**src/rtl/median_frame_sequencer.sv**
```systemverilog
// Frame-level controller: loads a binary frame into image memory, kicks the median
// filter, drains and clears the histogram, and guards each wait with a watchdog.
module median_frame_sequencer #(
  parameter int IMG_WIDTH  = 240,
  parameter int IMG_HEIGHT = 180,
  parameter int ADDR_W     = 8,
  parameter int TIMEOUT    = 4_500_000
) (
  input  logic              clk,
  input  logic              reset,
  input  logic              frameStart,
  input  logic              pixelValid,
  input  logic              pixelData,
  output logic              pixelReady,
  output logic [ADDR_W-1:0] memXAddress,
  output logic [ADDR_W-1:0] memYAddress,
  output logic              memDataOut,
  output logic              memWrite,
  output logic              memSelFilter,
  output logic              start,
  input  logic              filterReady,
  input  logic              filterDone,
  output logic              readHistogram,
  output logic              clearHistogram,
  input  logic              xValid,
  input  logic              yValid,
  input  logic              histogramClear,
  output logic              busy,
  output logic              frameDone,
  output logic              error,
  output logic [3:0]        state
);

  localparam int WD_W   = $clog2(TIMEOUT + 1);
  localparam int BEAT_W = ADDR_W + 1;  // beat counts must be able to hold 2^ADDR_W

  localparam logic [ADDR_W-1:0] X_LAST = ADDR_W'(IMG_WIDTH - 1);
  localparam logic [ADDR_W-1:0] Y_LAST = ADDR_W'(IMG_HEIGHT - 1);
  localparam logic [BEAT_W-1:0] X_FULL = BEAT_W'(IMG_WIDTH);
  localparam logic [BEAT_W-1:0] Y_FULL = BEAT_W'(IMG_HEIGHT);
  localparam logic [WD_W-1:0]   WD_LAST = WD_W'(TIMEOUT - 1);

  typedef enum logic [3:0] {
    IDLE      = 4'd0,
    LOAD      = 4'd1,
    START     = 4'd2,
    FILTER    = 4'd3,
    HIST_REQ  = 4'd4,
    HIST_READ = 4'd5,
    CLEAR     = 4'd6,
    DONE      = 4'd7,
    ERROR     = 4'd8
  } seqState_t;

  seqState_t         curState, nextState;
  logic [ADDR_W-1:0] xCount, yCount, xNext, yNext;
  logic [BEAT_W-1:0] xBeats, yBeats, xBeatsNext, yBeatsNext;
  logic [WD_W-1:0]   wdCount, wdNext;
  logic              wdExpired;

  assign wdExpired = (wdCount == WD_LAST);

  // NOTE: every variable gets a default before the case so no path can infer a latch.
  always_comb begin
    nextState  = curState;
    xNext      = xCount;
    yNext      = yCount;
    xBeatsNext = xBeats;
    yBeatsNext = yBeats;
    wdNext     = '0;

    unique case (curState)
      IDLE: begin
        if (frameStart) begin
          nextState = LOAD;
          xNext     = '0;
          yNext     = '0;
        end
      end
      LOAD: begin
        // y is the inner index: columns are written top to bottom
        if (pixelValid) begin
          if (yCount == Y_LAST) begin
            yNext = '0;
            if (xCount == X_LAST) begin
              xNext     = '0;
              nextState = START;
            end else begin
              xNext = xCount + 1'b1;
            end
          end else begin
            yNext = yCount + 1'b1;
          end
        end
      end
      START: begin
        if (filterReady)    nextState = FILTER;
        else if (wdExpired) nextState = ERROR;
      end
      FILTER: begin
        if (filterDone)     nextState = HIST_REQ;
        else if (wdExpired) nextState = ERROR;
      end
      HIST_REQ: begin
        nextState  = HIST_READ;
        xBeatsNext = '0;
        yBeatsNext = '0;
      end
      HIST_READ: begin
        if (xValid && (xBeats != X_FULL)) xBeatsNext = xBeats + 1'b1;
        if (yValid && (yBeats != Y_FULL)) yBeatsNext = yBeats + 1'b1;
        if ((xBeatsNext == X_FULL) && (yBeatsNext == Y_FULL)) nextState = CLEAR;
        else if (wdExpired)                                    nextState = ERROR;
      end
      CLEAR: begin
        if (histogramClear) nextState = DONE;
        else if (wdExpired) nextState = ERROR;
      end
      DONE: nextState = IDLE;
      ERROR: begin
        if (frameStart) begin
          nextState = LOAD;
          xNext     = '0;
          yNext     = '0;
        end
      end
      default: nextState = IDLE;
    endcase

    // Any state change restarts the watchdog; it only advances while stalled in a wait state.
    if ((nextState == curState) &&
        (curState inside {START, FILTER, HIST_READ, CLEAR}))
      wdNext = wdCount + 1'b1;
  end

  // NOTE: sequential state uses non-blocking assignments so all registers update together.
  always_ff @(posedge clk) begin
    if (reset) begin
      curState <= IDLE;
      xCount   <= '0;
      yCount   <= '0;
      xBeats   <= '0;
      yBeats   <= '0;
      wdCount  <= '0;
    end else begin
      curState <= nextState;
      xCount   <= xNext;
      yCount   <= yNext;
      xBeats   <= xBeatsNext;
      yBeats   <= yBeatsNext;
      wdCount  <= wdNext;
    end
  end

  assign state          = curState;
  assign pixelReady     = (curState == LOAD);
  assign memWrite       = pixelReady & pixelValid;
  assign memDataOut     = pixelReady & pixelData;
  assign memXAddress    = xCount;
  assign memYAddress    = yCount;
  assign memSelFilter   = curState inside {START, FILTER, HIST_REQ, HIST_READ, CLEAR};
  assign start          = (curState == START) & filterReady;
  assign readHistogram  = (curState == HIST_REQ);
  assign clearHistogram = (curState == CLEAR);
  assign busy           = (curState != IDLE) && (curState != ERROR);
  assign frameDone      = (curState == DONE);
  assign error          = (curState == ERROR);

endmodule

```
**config.mk**
```make
export PLATFORM = sky130hd
export DESIGN_NAME = median_frame_sequencer
export DESIGN_NICKNAME = d
export VERILOG_FILES = /design/src/rtl/median_frame_sequencer.sv
export SDC_FILE = /design/constraint.sdc
export NUM_CORES = 1
export LEC_CHECK = 0
export CAP_MARGIN = 25
export CORE_MARGIN = 3
export CORE_UTILIZATION = 40
export DETAILED_ROUTE_END_ITERATION = 8
export GPL_TIMING_DRIVEN = 0
export SLEW_MARGIN = 5
export SYNTH_ARGS = -nofsm -noshare
export SYNTH_HDL_FRONTEND = slang
export SYNTH_SLANG_ARGS = --single-unit
```
**constraint.sdc**
```tcl
create_clock -name clk -period 2.9 [get_ports clk]
set_input_delay 0.58 -clock clk [delete_from_list [all_inputs] [get_ports clk]]
set_output_delay 0.58 -clock clk [all_outputs]
set_load 0.005 [all_outputs]
```
==> out/qor.csv <==
metric,value,unit
status,"complete, no violations",
cts_tree,built,
grt_max_degree,13,
postCtsSetupBuffers,0,
p_total,1.74,mW
layout.cells.non_filler,615,
pwr_density_cell,396,nW/um^2
initial_utilization,0.414,
synth_area,3630,sq um
htreeDepth,3,
gr-total-overflow,0,
worst-path-max-fanout,10,
synth_seq_area_share,0.337,
place_congestion,0.839,
cts.sinks,61,
slowest_stage,clkdlybuf4s50_1,
cts_inserted_buffers,9,
finalHoldViolCount,0,
yosysTopAreaCell,dfxtp_1,
p_leak,1.37,nW
synthArstFlopShare,0,
finalCritPeriodShare,0.943,
rows,34,
cpPeakStageDelay,0.52,ns
netlist_instances,453,
stdcell_area,4380,sq um
clk_pin_slew,0.08,ns
cp.required,2.32,ns
synth_ff_type,dfxtp_1,
critPathBufInv,2,
grt_usage,0.191,
fin_tns_setup,0,ns
place_hpwl,6.65,mm
switching_power,0.449,mW
synth_top_area_share,0.337,
drt_iter0_drc,190,
layout-drive-gt1-share,0.0966,
layout_commonest_cell,dfxtp_1,
place_area,4150,sq um
max_freq,366,MHz
remaining_drc_errors,0,
die_h,101,microns
hold_path_startpoint,wdCount[0],
vias,3399,
cp_cell_sequence,clkbuf_4 > nor3_1 > and2_1 > clkdlybuf4s50_1,
detail_route.wirelength,9.20,mm
nets,519,
drv_cap,0,
crit_type,reg -> out,
worstPathArrival,2.15,ns
fillers,858,
clock_latency,0.36,ns
drt_pass1_iterations,5,
ant_nets,0,
synth-edff-count,0,
postSynthAreaPerCell,8.00,sq um
irDropWorstVdd,165,uV
die_width,101,microns
synth_cell_types,61,
clock_skew,0.0147,ns
synth_area_leaders,"dfxtp_1 (34%), nor2_1 (6.1%), xor2_1 (5.3%), nand2_1 (4.2%), a21oi_1 (4.0%)",
port_buffers,39,
hold_depth,1,
layout_min_cycle_time,2.73,ns
worst_slack,0.166,ns
pwr-share-comb,0.060,
cp-start-kind,flip-flop,
r2r_start,wdCount[0],
grt_pass1_wl,15.7,mm
intPower,1.29,mW
core_area,8760,sq um
end_kind,primary output,
placed_cells,600,
worstHoldPathType,reg -> reg,
p_seq_frac,0.488,
swShare,0.259,
reg2reg_slack,0.27,ns
routedWlPerCell,15.0,microns
hold_end,wdCount[0],
final_cell_mix,"dfxtp_1 (61), nor2_1 (59), nand2_1 (41)",
slew_headroom,0.541,
worst_pin_slew,0.683,ns
drv_slew,0,
cts_buffer_depth,2,
synthToLayoutAreaGrowth,20.8,%
synth.net_count,470,
synth_seq_cells,61,
setup_violations,0,
dieArea,10200,sq um
cts_root_buf,clkbuf_8,
antenna_found_initial,0,
grt_pass1_vias,3188,
antenna_cells,0,
ys_warn_count,0,
cp_top_family,buffers and inverters,
worst_r2r_endpoint,wdCount[1],
pre_cts_ws,-0.272,ns
ios,40,
drt-vias-per-instance,5.53,
rr_worst_depth,7,
p_clk_frac,0.451,
synthesized netlist by cell type (all sizes together), types with 3 or more instances:
| library cell | count |
|---|---|
| nand2 | 41 |
| a31oi | 3 |
| nor4b | 3 |
| clkbuf | 11 |
| and4b | 3 |
| nand4b | 4 |
| nand3 | 16 |
| inv | 16 |
| or4 | 3 |
| o21ai | 11 |
| buf | 10 |
| dfxtp | 61 |
| nand2b | 10 |
| nor2 | 61 |
| nor3 | 28 |
| or3 | 6 |
| a211oi | 5 |
| a21oi | 30 |
| xnor2 | 16 |
| xor2 | 22 |
| and3 | 8 |
| nand4 | 17 |
| a21o | 3 |
| a32oi | 4 |
| ha | 7 |
| nand3b | 4 |
| and2 | 3 |
| nor4 | 15 |
metal layers:
metal	share of wire	track usage	vias up
met4	0.014	0.0552	0
li1	-	-	1730
met3	0.043	0.0434	14
met5	0	0	-
met2	0.44	0.292	72
met1	0.50	0.270	1583
flip-flops by register name, indices dropped and copies added (netlist names):
register and flops:
wdCount 23, xBeats 9, yBeats 9, memXAddress 8, state 4, memYAddress 8
power by group through the flow:
stage / registers, mW / clock network [mW] / logic [mW]
final: 0.848 / 0.784 / 0.105
after global routing: 0.849 / 0.837 / 0.116
after CTS: 0.848 / 0.807 / 0.104
after detailed placement: 0.867 / 0 / 0.103
after global placement: 0.868 / 0 / 0.102
after floorplan: 0.867 / 0 / 0.0519
timing repair:
action                                  in CTS  in global routing
endpoints found under the setup margin       0                 22
hold buffers                                 0                  0
gates resized for setup                      0                  9
metrics by stage:
stage               utilization  hold WS, ns
finish                    0.500        0.504
global route              0.500        0.517
CTS                       0.496        0.498
detailed placement        0.474        0.480
global placement          0.474        0.474
floorplan                     -        0.442
logic make-up (layout without fill, tap and decap cells):
| group | Yosys count | count (layout) | synth area share |
|---|---|---|---|
| simple gates | 234 | 234 | 0.357 |
| compound gates | 74 | 74 | 0.135 |
| flops | 61 | 61 | 0.337 |
| xor+xnor | 38 | 38 | 0.0918 |
| buf+inv | 37 | 91 | 0.0493 |
| fa+ha+maj | 7 | 7 | 0.0242 |
| mux | 2 | 2 | 0.00552 |
worst register-to-register path, cell delays in order, from the launching register on:
cell      delay (ns)
dfxtp_1         0.40
ha_1            0.22
and4_1          0.26
nand2_1         0.16
nor4_1          0.58
o211ai_1        0.21
a21oi_2         0.55
nor4b_1         0.11
worst max-delay path by stage:
stage / endpoint / from / cells past startpoint
4_1_cts: readHistogram / state[2] / 6
5_1_grt: wdCount[15] / yValid / 8
3_3_place_gp: wdCount[15] / yValid / 9
3_5_place_dp: wdCount[17] / yValid / 9
2_1_floorplan: wdCount[11] / yBeats[0] / 8
6_report: error / state[2] / 4
area by class of cell:
class	instances	area [sq um]	area share
Inverter	16	60.1	0.0137
Clock buffer	9	124	0.0283
Clock inverter	7	75.1	0.0171
Tap cell	108	135	0.0309
Buffer	20	120	0.0274
Multi-Input combinational cell	355	2250	0.515
Sequential cell	61	1220	0.279
Timing Repair Buffer	39	390	0.0891
No activity file was read; power rests on OpenSTA's default activity.
